==> config.mk <==
export PLATFORM = sky130hd
export DESIGN_NAME = rr_stream_mux
export DESIGN_NICKNAME = d
export VERILOG_FILES = /design/src/rtl/rr_stream_mux_pkg.sv /design/src/rtl/rr_stream_mux_arbiter.sv /design/src/rtl/rr_stream_mux.sv
export SDC_FILE = /design/constraint.sdc
export NUM_CORES = 1
export LEC_CHECK = 0
export CORE_ASPECT_RATIO = 0.5
export CORE_MARGIN = 2
export CORE_UTILIZATION = 39
export CTS_CLUSTER_SIZE = 10
export DETAILED_ROUTE_END_ITERATION = 12
export GPL_ROUTABILITY_DRIVEN = 0
export GPL_TIMING_DRIVEN = 1
export PLACE_DENSITY = 0.76
export SYNTH_ARGS = -nofsm -noshare
export SYNTH_HDL_FRONTEND = slang
export SYNTH_SLANG_ARGS = --single-unit
==> constraint.sdc <==
create_clock -name clk -period 3.54 [get_ports clk]
set_input_delay 0.708 -clock clk [delete_from_list [all_inputs] [get_ports clk]]
set_output_delay 0.708 -clock clk [all_outputs]
set_load 0.01 [all_outputs]
==> src/rtl/rr_stream_mux_pkg.sv <==
// Shared types and helpers for the round-robin packet stream multiplexer.
package rr_stream_mux_pkg;

  typedef enum logic [0:0] {
    IDLE   = 1'b0,
    LOCKED = 1'b1
  } state_t;

  // Channel-ID width; never narrower than one bit.
  function automatic int unsigned ch_width(input int unsigned n);
    int unsigned w;
    w = (n > 1) ? $clog2(n) : 1;
    return w;
  endfunction

endpackage

==> src/rtl/rr_stream_mux_arbiter.sv <==
// Rotating-priority arbiter: first request at or above base, wrapping modulo N_CH.
module rr_arbiter
  import rr_stream_mux_pkg::*;
#(
  parameter int unsigned N_CH = 4,
  localparam int unsigned CH_W = ch_width(N_CH)
) (
  input  logic [N_CH-1:0] req,
  input  logic [CH_W-1:0] base,
  output logic [N_CH-1:0] grant_c,
  output logic [CH_W-1:0] grant_idx_c
);

  logic            found;
  logic [CH_W-1:0] idx;

  always_comb begin
    grant_c     = '0;
    grant_idx_c = '0;
    found       = 1'b0;
    idx         = '0;
    for (int unsigned k = 0; k < N_CH; k++) begin
      idx = CH_W'((32'(base) + k) % N_CH);
      if (!found && req[idx]) begin
        found        = 1'b1;
        grant_c[idx] = 1'b1;
        grant_idx_c  = idx;
      end
    end
  end

endmodule

==> src/rtl/rr_stream_mux.sv <==
// N-channel packet-locked round-robin stream mux with a one-entry output register.
module rr_stream_mux
  import rr_stream_mux_pkg::*;
#(
  parameter int unsigned N_CH  = 4,
  parameter int unsigned WIDTH = 8,
  localparam int unsigned CH_W = ch_width(N_CH)
) (
  input  logic                  clk,
  input  logic                  rst_n,
  input  logic [N_CH*WIDTH-1:0] in_data,
  input  logic [N_CH-1:0]       in_valid,
  input  logic [N_CH-1:0]       in_last,
  output logic [N_CH-1:0]       in_ready,
  output logic [WIDTH-1:0]      out_data,
  output logic                  out_valid,
  output logic                  out_last,
  output logic [CH_W-1:0]       out_ch,
  input  logic                  out_ready
);

  state_t          state_q, state_d;
  logic [CH_W-1:0] rr_ptr_q, rr_ptr_d;
  logic [CH_W-1:0] lock_ch_q, lock_ch_d;

  logic [N_CH-1:0]  req_c;
  logic [CH_W-1:0]  base_c;
  logic [N_CH-1:0]  grant_c;
  logic [CH_W-1:0]  grant_idx_c;
  logic             load_en_c;
  logic             accept_c;
  logic             acc_last_c;
  logic [WIDTH-1:0] acc_data_c;

  // While locked, only the locked channel may request.
  always_comb begin
    req_c  = in_valid;
    base_c = rr_ptr_q;
    if (state_q == LOCKED) begin
      req_c  = in_valid & (N_CH'(1) << lock_ch_q);
      base_c = lock_ch_q;
    end
  end

  rr_arbiter #(
    .N_CH (N_CH)
  ) u_arb (
    .req         (req_c),
    .base        (base_c),
    .grant_c     (grant_c),
    .grant_idx_c (grant_idx_c)
  );

  assign load_en_c = !out_valid || out_ready;
  assign in_ready  = (rst_n && load_en_c) ? grant_c : '0;
  assign accept_c  = |(in_ready & in_valid);

  always_comb begin
    acc_data_c = '0;
    for (int unsigned i = 0; i < N_CH; i++) begin
      if (grant_c[i]) acc_data_c = in_data[i*WIDTH +: WIDTH];
    end
  end

  assign acc_last_c = |(grant_c & in_last);

  // Next-state: lock on a non-last beat, release and advance pointer on a last beat.
  always_comb begin
    state_d   = state_q;
    lock_ch_d = lock_ch_q;
    rr_ptr_d  = rr_ptr_q;
    if (accept_c) begin
      if (acc_last_c) begin
        state_d  = IDLE;
        rr_ptr_d = (grant_idx_c == CH_W'(N_CH - 1)) ? '0 : grant_idx_c + CH_W'(1);
      end else begin
        state_d   = LOCKED;
        lock_ch_d = grant_idx_c;
      end
    end
  end

  always_ff @(posedge clk) begin
    if (!rst_n) begin
      state_q   <= IDLE;
      rr_ptr_q  <= '0;
      lock_ch_q <= '0;
    end else begin
      state_q   <= state_d;
      rr_ptr_q  <= rr_ptr_d;
      lock_ch_q <= lock_ch_d;
    end
  end

  // Output register: load on acceptance, drain when consumer takes the beat.
  always_ff @(posedge clk) begin
    if (!rst_n) begin
      out_valid <= 1'b0;
      out_data  <= '0;
      out_last  <= 1'b0;
      out_ch    <= '0;
    end else if (accept_c) begin
      out_valid <= 1'b1;
      out_data  <= acc_data_c;
      out_last  <= acc_last_c;
      out_ch    <= grant_idx_c;
    end else if (out_ready) begin
      out_valid <= 1'b0;
    end
  end

endmodule

==> results of run 1 <==
[cell families after synthesis]
kind of cell,after synthesis,synth area share
XOR/XNOR,1,0.005928
flip-flops,17,0.2303
multiplexers,11,0.07705
buffers and inverters,15,0.04404
AND/OR/NAND/NOR,84,0.2854
adder cells (fa/ha/maj),8,0.06774
AO/OA/AOI/OAI,66,0.2896
[critical path: stages (launching register included)]
cell and delay (ns):
dfxtp_4 0.37, nand2b_4 0.12, a21boi_4 0.22, ha_4 0.24
clkbuf_2 0.13, and3b_1 0.20, o21ai_2 0.15, o41ai_4 0.11
buf_4 0.16, a221oi_2 0.30, and2_1 0.19, nor2_1 0.05
dlygate4sd2_1 0.28
[area by class of cell]
type / instances / area share
multi-input combinational: 170 / 0.4560
inverter: 2 / 0.002904
tap: 51 / 0.02469
clock buffer: 4 / 0.01742
sequential: 17 / 0.1331
timing repair buffer: 105 / 0.3659
[power breakdown]
part	switching [mW]	internal, mW	total [mW]
sequential	0.0422	0.261	0.303
clock	0.0615	0.0797	0.141
combinational	0.807	0.853	1.66
total	0.910	1.19	2.10
[how the worst min path moves through the flow]
stage	from	endpoint
after floorplan	lock_ch_q[1]	lock_ch_q[1]
after global placement	out_ch[0]	out_ch[0]
final	lock_ch_q[1]	lock_ch_q[1]
after CTS	out_ch[0]	out_ch[0]
after detailed placement	out_ch[0]	out_ch[0]
after global routing	out_ch[1]	out_ch[1]
[through the flow]
step / setup TNS, ns / cell area, um^2 / power (mW) / hold slack, ns
final: 0 / 2585 / 2.104 / 0.4773
after global routing: -0.1375 / 2585 / 2.251 / 0.5041
after CTS: 0 / 2501 / 1.970 / 0.4707
after detailed placement: -3.004 / 2399 / 1.766 / 0.4619
after global placement: -1.068 / 2399 / 1.733 / 0.4511
after floorplan: 0 / 1496 / 1.157 / 0.4365
[synthesized netlist by cell type (all sizes together), types with 7 or more instances]
cell type | instances | share of area
nand3 | 10 | 0.034
clkbuf | 7 | 0.018
a31oi | 8 | 0.034
ha | 8 | 0.068
nor2 | 17 | 0.043
dfxtp | 17 | 0.23
nand2b | 7 | 0.030
a211o | 8 | 0.047
mux2i | 11 | 0.077
nand2 | 26 | 0.066
a21oi | 19 | 0.064
o21ai | 12 | 0.041
[sequential cells by signal, summed over array words and instances, names as in the netlist]
name,flops
out_last,1
state_q,1
rr_ptr_q,2
out_data,8
out_valid,1
lock_ch_q,2
out_ch,2
[timing repair]
| item | CTS | global route |
|---|---|---|
| setup buffers | 2 | 4 |
| pin swaps | 2 | 6 |
| hold buffers | 0 | 0 |
| endpoints found under the setup margin | 14 | 1 |
| resized for setup | 17 | 11 |
[routing by layer]
metal	share of wire	up-vias	wire (um)
met4	0.021	0	112
met2	0.50	74	2661
met3	0.049	10	265
met1	0.43	896	2329
met5	0	-	0
li1	-	942	-
==> impl_results.md, run 1 <==
- Status: completed
- Global Route met2 Usage: 0.4933
- Global routing's busiest layer: met2
- Htree depth: 1
- Die width: 91.05 um
- Data required time of the worst path: 2.83 ns
- Final Max Tran Viols: 0
- Final hold vios: 0
- Register area: 344.1 um^2
- Initial antenna violation count: 0
- Hold WC Path Type: reg -> reg
- Remaining DRCs: 0
- Mapped cell area: 1478 um^2
- Skew final: 0.004189 ns
- Rel. slew slack: 0.7041
- Final wirelength: 5369 um
- Place WS: -0.3089 ns
- Final setup margin: 0.06059 ns
- Commonest non-fill, non-tap cell in the layout: clkdlybuf4s50_1
- Crit path capture: in_ready[2]
- CP startpoint kind: flip-flop
- DRT iter0 DRCs: 71
- Crit-path max FO: 5
- Clk pin slew, worst setup/hold paths: 0.06 ns
- Final Core Density: 0.7326
- Pwr/cell area: 813.8 nW/um^2
- Dpl cells: 339
- Starting Density: 0.4188
- Most frequently used flop master after synthesis: dfxtp_1
- Mapped Avg Cell Area: 7.315 um^2
- Worst-case reg-to-reg path depth: 16
- Crit path launch: state_q
- Via count: 1922
- Port buffer count: 58
- Clock sink count: 17
- Non-Filler Instances: 349
- Worst-Margin Slew: 0.4398 ns
- Period minus WS final: 3.479 ns
- P_leak: 1.101 nW
- Cts bufs inserted: 3
- Via/cell ratio: 5.507
- Peak VDD IR: 0.3947 mV
- Met3 usage: 0.03780
- Post-DRT Antenna Nets: 0
- GR Util All Layers: 0.2463
- Core ar.: 3528 um^2
- Die Y: 47.53 um
- Largest net degree at the start of global routing: 22
- Mapped Cells: 202
- Crit end category: output port
- Bufs on Longest Clock Path: 2
- Post-Syn Nets: 253
- Critical Path AT: 2.77 ns
- Final setup vio count: 0
- Multi-input gate area: 1179 um^2
- Global-route wire length before repair: 8480 um
- Antenna cells: 0
- Met1 Use GR: 0.2903
- Commonest cells after routing, fill and taps aside: clkdlybuf4s50_1 (50), buf_4 (43), nand2_1 (26), a21oi_1 (18)
- Layout fillers: 285
- Skew-Pair Late Insertion Delay: 0.25 ns
- Reg2reg setup slack: 0.12 ns
- Synth-to-Final Area Change: 74.94%
- CTS Root Cell: clkbuf_8
- RSZ-0062 raised after global routing: true
- Total grt overflow: 0
- Period Utilization, post-route: 0.9829
- Crit Path Category: reg -> out
- Hold Path Cell Cnt: 2
- #FFs+latches synth: 17
- Vias in the first global route: 1850
- Cell Rows: 15
- Unique cell type count in the Yosys netlist: 42
- TritonCTS clock tree: built
- DP Wirelength: 3994 um
- Fin nets: 350
- R2R Path End: out_data[4]
- Post-synthesis sequential area ratio: 0.2303
- Die area: 4327 um^2
- Async SR Flop Fraction: 0
- Max-cap violations: 0
- Achievable Freq: 287.4 MHz
- Post-synth EDFFs: 0
- IO Count: 59
- Origin of the critical flop-to-flop path: state_q
- Share of layout cells above drive strength 1: 0.2383
- DRT Pass-1 Iters: 4
- Routed length per instance: 15.38 um
- YS warnings: 0
Power figures use the tool's default switching activity.
==> run 2: changes to the inputs <==
Settings changed: CAP_MARGIN from default to 20, SLEW_MARGIN from default to 20.
==> results of run 2 <==
The final DEF is identical to that of run 1; final timing and power are the same.
==> run 3: changes to the inputs <==
Settings changed: SYNTH_HIERARCHICAL from default to 1.
==> run 3 against run 2 <==
  * Fmax decreased by 0.68%
  * Largest power group unchanged
  * Clock skew about the same
  * Utilization decreased by 2.1 points
  * Critical path depth decreased by 1
  * Critical path type is now in -> out
  * Combinational power about the same
==> impl_results.md, run 3 <==
- Area leader, netlist: dfxtp_1
- Share of layout cells above drive strength 1: 0.2879
- Origin of the critical flop-to-flop path: state_q
- YS warnings: 6
- Post-synth top cells: nand2_1 (21), dfxtp_1 (17), inv_1 (14)
- Cts bufs inserted: 3
- Hold WC Path Type: reg -> reg
- Layout fillers: 255
- Die area: 4293 um^2
- Vias in the first global route: 1671
- Final setup margin: 0.03685 ns
- Post-synthesis sequential area ratio: 0.2323
- Mapped cell area: 1465 um^2
- Pwr/cell area: 854.4 nW/um^2
- Hold path startpoint: rr_ptr_q[0]
- Cell Rows: 15
- Largest net degree at the start of global routing: 19
- Die Y: 47.34 um
- Reg2reg setup slack: 0.17 ns
- DRT iter0 DRCs: 95
- P_leak: 1.070 nW
- Die width: 90.68 um
- IO Count: 59
- Final setup vio count: 0
- Worst-Margin Slew: 0.3630 ns
- Hold path endpoint: rr_ptr_q[0]
- Max-cap violations: 0
- Crit-path max FO: 4
- Commonest non-fill, non-tap cell in the layout: clkdlybuf4s50_1
- Bufs on Longest Clock Path: 2
- Port buffer count: 58
- Async SR Flop Fraction: 0
- Hold Path Cell Cnt: 2
- Clk pwr share: 0.071
- Sw Share: 0.4361
- DRT Pass-1 Iters: 4
- Skew final: 0.004350 ns
- Data required time of the worst path: 2.83 ns
- Most frequent cell after synthesis: nand2_1
- Total grt overflow: 0
- Clk pin slew, worst setup/hold paths: 0.07 ns
- RSZ-0062 raised after global routing: true
- Post-DRT Antenna Nets: 0
- Antenna cells: 0
- Htree depth: 1
- Power Internal: 1.204 mW
- Routed length per instance: 16.37 um
- Starting Density: 0.4175
- Worst-case reg-to-reg path depth: 15
- TritonCTS clock tree: built
- Final Core Density: 0.7119
- Post-synth EDFFs: 0
- Final Max Tran Viols: 0
- Crit Path Category: in -> out
- Commonest cells after routing, fill and taps aside: clkdlybuf4s50_1 (50), buf_4 (32), nand2_1 (21), dfxtp_1 (15), inv_1 (13)
- Rel. slew slack: 0.7559
- Critical Path AT: 2.80 ns
- Max reg flops: 8
- Unique cell type count in the Yosys netlist: 41
- Fin nets: 314
- Mapped Cells: 172
- GR Util All Layers: 0.2357
- Status: completed
- Final wirelength: 5158 um
- CTS Root Cell: clkbuf_8
- Clock sink count: 17
- Largest register by flop count: out_data
- Period Utilization, post-route: 0.9896
- Initial antenna violation count: 0
- Global-route wire length before repair: 7935 um
- Remaining DRCs: 0
- Comb pwr share: 0.780
- Switching pwr: 0.9310 mW
- Via count: 1735
- Skew-Pair Late Insertion Delay: 0.26 ns
- Post-Syn Nets: 221
- Mapped Avg Cell Area: 8.518 um^2
- Place WS: -0.4551 ns
- Period minus WS final: 3.503 ns
- Final hold vios: 0
- Most frequently used flop master after synthesis: dfxtp_1
- R2R Path End: lock_ch_q[0]
- Synth-to-Final Area Change: 70.54%
- Achievable Freq: 285.5 MHz
- Proportion of netlist area held by the largest area contributor: 0.2323
- Core ar.: 3510 um^2
- Via/cell ratio: 5.508
- CP startpoint kind: input pin
- DP Wirelength: 3525 um
- Cts-stage hold buffer count: 0
- Top area cells in the synthesized netlist: dfxtp_1 (23%), a221oi_1 (6.6%), mux4_2 (6.1%), nand2_1 (5.4%), ha_1 (5.1%)
- Peak VDD IR: 0.3901 mV
- Crit end category: output port
- #FFs+latches synth: 17
- Part of the power in registers: 0.150
## run 3: layout make-up
cell class,instances,area [um^2],share of cell area
Timing Repair Buffer,99,917.1,0.3671
Clock inverter,1,7.507,0.003005
Tap cell,51,63.81,0.02554
Sequential cell,17,342.8,0.1372
Clock buffer,3,41.29,0.01652
Multi-Input combinational cell,130,1074,0.4296
Inverter,14,52.55,0.02103
## run 3: through the flow
step	instances	hold WS, ns	area, um^2	TNS (ns)	power [mW]
floorplan	172	0.4355	1465	0	1.203
global placement	297	0.4466	2255	-5.004	1.665
detailed placement	297	0.4701	2255	-7.073	1.699
CTS	309	0.4795	2404	-0.04227	1.975
global route	315	0.4882	2499	-0.01914	2.274
finish	315	0.4751	2499	0	2.135
## run 3: worst max-delay path by stage
stage / from / depth (start not counted) / endpoint / slack (ns)
finish: in_valid[2] / 11 / in_ready[0] / 0.04
global route: in_valid[2] / 11 / in_ready[0] / -0.01
CTS: in_valid[3] / 9 / in_ready[0] / -0.04
detailed placement: in_valid[1] / 8 / in_ready[1] / -0.46
global placement: in_valid[2] / 9 / in_ready[3] / -0.36
floorplan: state_q / 11 / in_ready[2] / 0.03
## run 3: per-layer routing
layer	routed length, um	up-vias	global-route usage
li1	-	827	-
met1	2264	843	0.2878
met2	2552	55	0.4284
met3	230	10	0.04334
met4	110	0	0.1108
met5	0	-	0
## run 3: cells by family (layout without fill, tap and decap cells)
kind of cell	Yosys count	count (layout)	synth area share
buf+inv	25	117	0.08368
mux	13	13	0.1255
compound gates	59	59	0.3160
fa+ha+maj	6	6	0.05124
simple gates	52	52	0.1913
flops	17	17	0.2323
## run 3: timing repair
item	CTS	global route
gates resized for setup	27	19
setup endpoints to repair	20	20
pin swaps	7	5
buffers inserted	8	6
## run 3: power by group through the flow
stage	sequential, mW	clock (mW)	combinational [mW]
5_1_grt	0.330	0.160	1.78
2_1_floorplan	0.338	0	0.865
4_1_cts	0.318	0.153	1.50
3_3_place_gp	0.318	0	1.35
3_5_place_dp	0.320	0	1.38
6_report	0.320	0.151	1.66
## run 3: critical path, stage by stage
cell and delay, ns:
dlygate4sd2_1 0.24, a21boi_1 0.14, buf_4 0.16, mux4_2 0.48, buf_6 0.14, nor2b_4 0.12
buf_6 0.13, a221oi_2 0.24, o2bb2ai_1 0.12, and3_1 0.18, buf_2 0.14
